[config.mk]
export PLATFORM = sky130hd
export DESIGN_NAME = pipe_stage_ctrl
export DESIGN_NICKNAME = d
export VERILOG_FILES = /design/src/rtl/pipe_pkg.sv /design/src/rtl/pipe_stage_reg.sv /design/src/rtl/pipe_stage_ctrl.sv
export SDC_FILE = /design/constraint.sdc
export NUM_CORES = 1
export LEC_CHECK = 0
export ABC_AREA = 1
export BUFFER_PORTS_ARGS = -buffer_cell sky130_fd_sc_hd__buf_2
export CAP_MARGIN = 30
export CORE_AREA = 2 2 288 290
export DETAILED_ROUTE_END_ITERATION = 12
export DIE_AREA = 0 0 290 292
export GPL_ROUTABILITY_DRIVEN = 0
export PLACE_DENSITY = 0.48
export SYNTH_ARGS = -nofsm -noshare
export SYNTH_HDL_FRONTEND = slang
export SYNTH_SLANG_ARGS = --single-unit
export TNS_END_PERCENT = 1
[constraint.sdc]
create_clock -name clk -period 64.1 [get_ports clk]
set_clock_uncertainty 0.05 [all_clocks]
set_input_delay 16.025 -clock clk [delete_from_list [all_inputs] [get_ports clk]]
set_output_delay 16.025 -clock clk [all_outputs]
set_load 0.02 [all_outputs]
[src/rtl/pipe_pkg.sv]
// Shared types for the pipeline backbone: default geometry, stage record and
// the per-stage register action.
package pipe_pkg;

    localparam int unsigned DEF_NUM_STAGES = 5;
    localparam int unsigned DEF_DATA_W     = 96;
    localparam int unsigned DEF_TAG_W      = 5;
    localparam int unsigned DEF_NUM_Q      = 2;

    typedef logic [$clog2(DEF_NUM_STAGES)-1:0] stage_idx_t;
    typedef logic [DEF_TAG_W-1:0]              tag_t;

    typedef struct packed {
        logic                  valid;
        logic                  wen;
        tag_t                  tag;
        logic [DEF_DATA_W-1:0] data;
    } stage_t;

    typedef enum logic [1:0] {
        ST_LOAD,
        ST_HOLD,
        ST_FLUSH
    } stage_act_e;

endpackage

[src/rtl/pipe_stage_reg.sv]
// One pipeline stage register: keeps its contents on hold, loads from its
// predecessor otherwise, and drops validity on flush.
module pipe_stage_reg
    import pipe_pkg::*;
#(
    parameter int unsigned DATA_W = DEF_DATA_W,
    parameter int unsigned TAG_W  = DEF_TAG_W
) (
    input  logic              clk,
    input  logic              rst,
    input  logic              hold_i,
    input  logic              flush_i,
    input  logic              ld_valid_i,
    input  logic              ld_wen_i,
    input  logic [TAG_W-1:0]  ld_tag_i,
    input  logic [DATA_W-1:0] ld_data_i,
    output logic              valid_o,
    output logic              wen_o,
    output logic [TAG_W-1:0]  tag_o,
    output logic [DATA_W-1:0] data_o
);

    stage_act_e        act;
    logic              valid_q, valid_d;
    logic              wen_q, wen_d;
    logic [TAG_W-1:0]  tag_q, tag_d;
    logic [DATA_W-1:0] data_q, data_d;

    // Flush wins over hold so a stalled stage can still be squashed.
    always_comb begin
        act = ST_LOAD;
        if (flush_i) begin
            act = ST_FLUSH;
        end else if (hold_i) begin
            act = ST_HOLD;
        end
    end

    always_comb begin
        valid_d = valid_q;
        wen_d   = wen_q;
        tag_d   = tag_q;
        data_d  = data_q;
        unique case (act)
            ST_LOAD: begin
                valid_d = ld_valid_i;
                wen_d   = ld_valid_i & ld_wen_i;
                tag_d   = ld_tag_i;
                data_d  = ld_data_i;
            end
            ST_FLUSH: begin
                valid_d = 1'b0;
                wen_d   = 1'b0;
            end
            default: begin
            end
        endcase
    end

    always_ff @(posedge clk or posedge rst) begin
        if (rst) begin
            valid_q <= 1'b0;
            wen_q   <= 1'b0;
            tag_q   <= '0;
            data_q  <= '0;
        end else begin
            valid_q <= valid_d;
            wen_q   <= wen_d;
            tag_q   <= tag_d;
            data_q  <= data_d;
        end
    end

    assign valid_o = valid_q;
    assign wen_o   = wen_q;
    assign tag_o   = tag_q;
    assign data_o  = data_q;

endmodule

[src/rtl/pipe_stage_ctrl.sv]
// N-stage elastic pipeline backbone with per-stage stall, younger-stage flush,
// bubble insertion, destination-tag tracking and RAW hazard queries.
module pipe_stage_ctrl
    import pipe_pkg::*;
#(
    parameter int unsigned NUM_STAGES = DEF_NUM_STAGES,
    parameter int unsigned DATA_W     = DEF_DATA_W,
    parameter int unsigned TAG_W      = DEF_TAG_W,
    parameter int unsigned NUM_Q      = DEF_NUM_Q
) (
    input  logic                                 clk,
    input  logic                                 rst,
    input  logic                                 in_valid,
    output logic                                 in_ready,
    input  logic [DATA_W-1:0]                    in_data,
    input  logic [TAG_W-1:0]                     in_tag,
    input  logic                                 in_wen,
    input  logic [NUM_STAGES-1:0]                stall_req,
    input  logic                                 flush_req,
    input  logic [$clog2(NUM_STAGES)-1:0]        flush_stage,
    output logic                                 out_valid,
    input  logic                                 out_ready,
    output logic [DATA_W-1:0]                    out_data,
    output logic [NUM_STAGES-1:0]                stage_valid,
    output logic [NUM_STAGES*DATA_W-1:0]         stage_data,
    input  logic [NUM_Q*TAG_W-1:0]               q_tag,
    output logic [NUM_Q-1:0]                     q_hit,
    output logic [NUM_Q*$clog2(NUM_STAGES)-1:0]  q_stage,
    output logic [31:0]                          retire_cnt
);

    localparam int unsigned      SW   = $clog2(NUM_STAGES);
    localparam logic [SW-1:0]    LAST = SW'(NUM_STAGES - 1);

    logic [NUM_STAGES-1:0] valid;
    logic [NUM_STAGES-1:0] wen;
    logic [NUM_STAGES-1:0] hold;
    logic [TAG_W-1:0]      tag  [NUM_STAGES];
    logic [DATA_W-1:0]     data [NUM_STAGES];
    logic [SW-1:0]         flush_lim;
    logic                  out_xfer;
    logic [31:0]           retire_q, retire_d;

    // Hold propagates from the oldest stage backwards; empty stages break the chain.
    always_comb begin
        hold = '0;
        hold[NUM_STAGES-1] = valid[NUM_STAGES-1] & (stall_req[NUM_STAGES-1] | ~out_ready);
        for (int unsigned s = NUM_STAGES - 1; s > 0; s--) begin
            hold[s-1] = valid[s-1] & (stall_req[s-1] | hold[s]);
        end
    end

    assign flush_lim = (flush_stage > LAST) ? LAST : flush_stage;

    generate
        for (genvar s = 0; s < NUM_STAGES; s++) begin : g_stage
            logic              ld_valid;
            logic              ld_wen;
            logic [TAG_W-1:0]  ld_tag;
            logic [DATA_W-1:0] ld_data;
            logic              flush_s;

            if (s == 0) begin : g_head
                assign ld_valid = in_valid;
                assign ld_wen   = in_wen;
                assign ld_tag   = in_tag;
                assign ld_data  = in_data;
            end else begin : g_body
                assign ld_valid = valid[s-1] & ~hold[s-1];
                assign ld_wen   = wen[s-1];
                assign ld_tag   = tag[s-1];
                assign ld_data  = data[s-1];
            end

            assign flush_s = flush_req & (SW'(s) <= flush_lim);

            pipe_stage_reg #(
                .DATA_W (DATA_W),
                .TAG_W  (TAG_W)
            ) u_stage (
                .clk        (clk),
                .rst        (rst),
                .hold_i     (hold[s]),
                .flush_i    (flush_s),
                .ld_valid_i (ld_valid),
                .ld_wen_i   (ld_wen),
                .ld_tag_i   (ld_tag),
                .ld_data_i  (ld_data),
                .valid_o    (valid[s]),
                .wen_o      (wen[s]),
                .tag_o      (tag[s]),
                .data_o     (data[s])
            );

            assign stage_data[s*DATA_W +: DATA_W] = data[s];
        end
    endgenerate

    // Stage 0 is the querying instruction itself, so the scan starts at stage 1;
    // scanning oldest-first lets the youngest match overwrite the result.
    generate
        for (genvar i = 0; i < NUM_Q; i++) begin : g_query
            logic [TAG_W-1:0] qt;
            logic             hit;
            logic [SW-1:0]    stg;

            assign qt = q_tag[i*TAG_W +: TAG_W];

            always_comb begin
                hit = 1'b0;
                stg = '0;
                for (int unsigned s = NUM_STAGES - 1; s >= 1; s--) begin
                    if (valid[s] && wen[s] && (tag[s] == qt) && (qt != '0)) begin
                        hit = 1'b1;
                        stg = SW'(s);
                    end
                end
            end

            assign q_hit[i]            = hit;
            assign q_stage[i*SW +: SW] = stg;
        end
    endgenerate

    assign out_xfer = valid[NUM_STAGES-1] & ~hold[NUM_STAGES-1];
    assign retire_d = retire_q + 32'(out_xfer);

    always_ff @(posedge clk or posedge rst) begin
        if (rst) begin
            retire_q <= '0;
        end else begin
            retire_q <= retire_d;
        end
    end

    assign in_ready    = ~hold[0];
    assign out_valid   = valid[NUM_STAGES-1];
    assign out_data    = data[NUM_STAGES-1];
    assign stage_valid = valid;
    assign retire_cnt  = retire_q;

endmodule

# [Yosys cells after proc, flatten, opt, wreduce, memory -nomap -nowiden]
# Cells that the tools add are included.
[classes] n_addsub=1 order_cmp=6 n_eq_ne=13 n_mux=37 bitwise=31 n_reduce_logical=32
[op_table] cell="$eq A5 B5 Y1" count=8
[op_table] cell="$add A32 B1 Y32" count=1
[op_table] cell="$mux W3" count=9
[op_table] cell="$and A1 B1 Y1" count=20
[op_table] cell="$logic_and A1 B1 Y1" count=20
[op_table] cell="$pmux W1 S2" count=10
[op_table] cell="$mux W1" count=13
[op_table] cell="$eq A2 B2 Y1 const B" count=5
[op_table] cell="$logic_not A2 Y1" count=5
[op_table] cell="$mux W2" count=5
[op_table] cell="$reduce_bool A2 Y1" count=5
[op_table] cell="$reduce_bool A5 Y1" count=2
[op_table] cell="$le A1 B3 Y1 const A" count=2
[op_table] cell="$le A2 B3 Y1 const A" count=2
[op_table] cell="$not A1 Y1" count=6
[op_table] cell="$or A1 B1 Y1" count=5
[op_table] cell="$gt A3 B3 Y1 const B" count=1
[op_table] cell="$le A3 B3 Y1 const A" count=1
[word_totals] register_bits=547 in_bits=125 output_inout_bits=623 word_cells=141

# [Logic depth before layout (Yosys ltp)]
[logic_depth] word_depth=15 ltp_mapped=16 ltp_nobuf=14

# [Hierarchy]
# A second synthesis with hierarchy kept.
[hier_totals] cells_unflattened=2699 area_unflattened_um2=23650.2
[by_module_without_submodules] module="pipe_stage_reg" instances=5 cells_each=448 area_per_inst_um2=4087.7 seq_area_each_um2=2577.5
[by_module_without_submodules] module="pipe_stage_ctrl" instances=1 cells_each=459 area_per_inst_um2=3211.8 seq_area_each_um2=800.8

# [Worst setup path after synthesis]
# No wires, ideal clock.
[synth_timing] kind="input to output" start="in q_tag[8]" end="out q_stage[3]" t_arrival_ns=17.047 t_required_ns=48.025 setup_slack_ns=30.978 stages=5 n_path_buf=1 cell_sequence="clkbuf_1 -> inv_1 -> nand3_1 -> nand4_1 -> o21ai_0"
[synth_between] elab_chain_len=6 elab_cells_between_ends=13 cone_classes="eq/ne: 3; mux: 3; reduce/logical: 7"
[synth_rtl] element="from (decl)" line="pipe_stage_ctrl.sv:26" rtl="input logic [NUM_Q*TAG_W-1:0] q_tag,"
[synth_rtl] element="$eq A5 B5 Y1" line="pipe_stage_ctrl.sv:113" rtl="if (valid[s] && wen[s] && (tag[s] == qt) && (qt != '0)) begin"
[synth_rtl] element="$logic_and A1 B1 Y1 (2 in series)" line="pipe_stage_ctrl.sv:113"
[synth_rtl] element="$mux W3 (2 in series)" line="pipe_stage_ctrl.sv:113"
[synth_rtl] element="$mux W3 (*)" line="pipe_stage_ctrl.sv:113"
[synth_rtl] element="to (decl)" line="pipe_stage_ctrl.sv:28" rtl="output logic [NUM_Q*$clog2(NUM_STAGES)-1:0] q_stage,"
# Mark *: on every way between the ends. The rest lies on a longest branch, timed or not.

# [Worst setup path after layout]
[layout_timing] start="in stall_req[4]" end="out in_ready"
[layout_between] elab_chain_len=11
[layout_rtl] element="from (decl)" line="pipe_stage_ctrl.sv:18" rtl="input logic [NUM_STAGES-1:0] stall_req,"
[layout_rtl] element="$or A1 B1 Y1" line="pipe_stage_ctrl.sv:47" rtl="hold[NUM_STAGES-1] = valid[NUM_STAGES-1] & (stall_req[NUM_STAGES-1] | ~out_ready);"
[layout_rtl] element="$and A1 B1 Y1" line="pipe_stage_ctrl.sv:47"
[layout_rtl] element="$or A1 B1 Y1" line="pipe_stage_ctrl.sv:49" rtl="hold[s-1] = valid[s-1] & (stall_req[s-1] | hold[s]);"
[layout_rtl] element="$and A1 B1 Y1" line="pipe_stage_ctrl.sv:49"
[layout_rtl] element="$or A1 B1 Y1" line="pipe_stage_ctrl.sv:49"
[layout_rtl] element="$and A1 B1 Y1" line="pipe_stage_ctrl.sv:49"
[layout_rtl] element="$or A1 B1 Y1" line="pipe_stage_ctrl.sv:49"
[layout_rtl] element="$and A1 B1 Y1" line="pipe_stage_ctrl.sv:49"
[layout_rtl] element="$or A1 B1 Y1" line="pipe_stage_ctrl.sv:49"
[layout_rtl] element="$and A1 B1 Y1" line="pipe_stage_ctrl.sv:49"
[layout_rtl] element="$not A1 Y1" line="pipe_stage_ctrl.sv:136" rtl="assign in_ready = ~hold[0];"
[layout_rtl] element="to (decl)" line="pipe_stage_ctrl.sv:14" rtl="output logic in_ready,"
# No other way between the ends.

==> results.txt <==
outcome: complete, no violations
vias in the first global route: 17817
max cap viols: 0
Final Hold Violating Endpoints: 0
initial antenna violation count: 4
largest area contributor in the netlist: dfrtp_1
area growth from synthesis to layout: 27.6%
Final Critical Period: 33.87 ns
Synth cell types: 37
FF-to-FF path depth: 14
syn avg cell area: 9.24 sq um
All-Layer GR Usage: 18.1%
number of nets with antenna violations after routing: 0
CTS tree: done
cell leakage power: 15.2 nW
Fmax: 0.0295 GHz
flops & latches, synth: 547
mapped cell area: 22400 sq um
RSZ-0062 raised after global routing: no
power per standard cell area: 39.2 nW/um^2
Reg area: 13700 sq um
1st-iter DRT viols: 1088
DP Cell Count: 4033
Clk Latency, worst-skew pair: 0.62 ns
Min-Delay Path Depth: 2
Worst IR Drop VDD: 0.0196 mV
largest net degree at the start of global routing: 93
Hold Path Class: flip-flop to flip-flop
Post-Place Cell Area: 26300 sq um
final core occ: 34.9%
Num CTS Buffers: 66
Final Hold Slack: 0.417 ns
DP HPWL: 57200 um
Synth top cells by count: nand2_1 (641), dfrtp_1 (547), o21ai_0 (298)
Clock Sinks: 547
final period utilization: 52.8%
Post-route DRC: 0
top cell type's share of synthesized area: 61.2%
Max Buffers Root-to-Sink: 3
setup bufs post-CTS: 0
worst-margin pin slew: 0.965 ns
cts repair resizes: 0
Placeable Area: 81600 sq um
Setup TNS: 0 ns
# IOs: 748
Syn Inst Count: 2418
register area share after synthesis: 61.2%
syn_nets: 2545
die height: 292 um
starting density of the core: 27.4%
clock-pin slew on the worst setup and hold paths: 0.05 ns
Async S/R FF share, synth: 100%
layout cell share with drive strength beyond 1: 28.9%
Post-synth EDFFs: 0
root buffer cell: clkbuf_16
Die Wd: 290 um
final wirelength: 78800 um
GRT overflow: 0
finished layout cell area: 28500 sq um
CP arrival: 17.79 ns
largest cells by area after synthesis: dfrtp_1 (61%), nand2_1 (11%), o21ai_0 (6.7%)
Die Area: 84700 sq um
Ys Warns: 0
Critical Path End Type: output pin
top-count cell post-synth: nand2_1
number of max-slew violations in the final report: 0
CTS H-tree depth: 3
first drt pass iteration count: 5
Crit Path Class: input pin to output pin
std cell rows: 105
highest net fanout along the worst path: 41
Slew headroom: 35.6%
Port Buffers: 747
Final nets: 3158
via count: 18349
Crit path required time: 48.03 ns
CP startpoint kind: input pin
area occupied by multi-input gates: 6350 sq um
vias per cell: 4.42
wire length per cell: 19.0 um
Synth Flop Type: dfrtp_1
fin cells: 4153
final setup fails: 0
CTS Hold Bufs: 0
first-pass GRT wire length: 118000 um
Filler cells: 8531
cells by family after synthesis:
group | Yosys count | synth area share [%]
AND/OR/NAND/NOR | 948 | 17.4
AO/OA/AOI/OAI | 403 | 9.16
buffers and inverters | 476 | 10.5
XOR/XNOR | 42 | 1.65
flip-flops | 547 | 61.2
adder cells (fa/ha/maj) | 2 | 0.112
critical path: stages:
cell and delay (ns):
buf_2 0.09, inv_1 0.05, nand2_2 0.08, nand2_2 0.11, nand2_2 0.09, nand2_2 0.09, nand2_1 0.05, nand2_1 0.08
nand2_2 0.08, nand2_4 0.21, nand2_2 0.11, nand2_4 0.42, buf_2 0.27
routing by layer:
layer	vias to the layer above	global-route usage, %	part of all wire, %
met5	-	0	0.014
met4	2	5.37	2.5
met1	8844	23.1	42
li1	8774	-	-
met2	623	30.6	49
met3	106	4.32	6.1
metrics by stage:
stage / power [mW] / setup WS (ns)
after floorplan: 0.635 / 30.98
after global placement: 0.747 / 30.22
after detailed placement: 0.749 / 30.20
after CTS: 1.13 / 30.20
after global routing: 1.17 / 30.00
final: 1.12 / 30.23
path summary, 6_finish.rpt:
check / startpoint / endpoint / slack [ns]
max: stall_req[4] / in_ready / 30.23
min: g_stage[0].u_stage.tag_o[1] / g_stage[0].u_stage.tag_o[1] / 0.42
max reg2reg: g_stage[4].u_stage.valid_o / g_stage[0].u_stage.data_o[58] / 60.87
min reg2reg: g_stage[0].u_stage.tag_o[1] / g_stage[0].u_stage.tag_o[1] / 0.42
max in group asynchronous: rst / g_stage[0].u_stage.data_o[36] / 45.51
min in group asynchronous: rst / retire_cnt[28] / 15.44
cells in the final DEF (no fill, tap or decap), drive strengths merged, types with 2 or more instances in the layout:
cell / synthesis / routed
nand3: 131 / 131
and2: 2 / 2
xor2: 27 / 27
nor4: 3 / 3
o21ai: 299 / 299
nand4: 18 / 18
o2111ai: 2 / 2
nand2: 651 / 651
a21oi: 93 / 93
buf: 163 / 770
inv: 251 / 254
xnor2: 15 / 15
dfrtp: 547 / 547
nand3b: 3 / 3
bufinv: 0 / 2
clkinv: 0 / 13
o22ai: 5 / 5
clkbuf: 62 / 97
ha: 2 / 2
diode: 0 / 4
nor3: 21 / 21
nor2: 119 / 119
state kept, by name, summed over array words and instances, names as in the netlist:
name,count
g_stage.u_stage.tag_o,25
g_stage.u_stage.data_o,480
retire_cnt,32
g_stage.u_stage.wen_o,5
g_stage.u_stage.valid_o,5
where the power goes:
group	total, mW	internal (mW)	switching (mW)
logic	0.280	0.0811	0.199
clock network	0.377	0.219	0.158
registers	0.460	0.406	0.0532
total	1.12	0.706	0.410
layout make-up:
type	instances	area share, %
multi-input combinational	1395	22.3
tap	1070	4.70
inverter	251	3.36
clock inverter	19	1.06
sequential	547	48.0
antenna	4	0.0351
timing repair buffer	770	13.9
clock buffer	97	6.69
No activity file was read; power rests on OpenSTA's default activity.
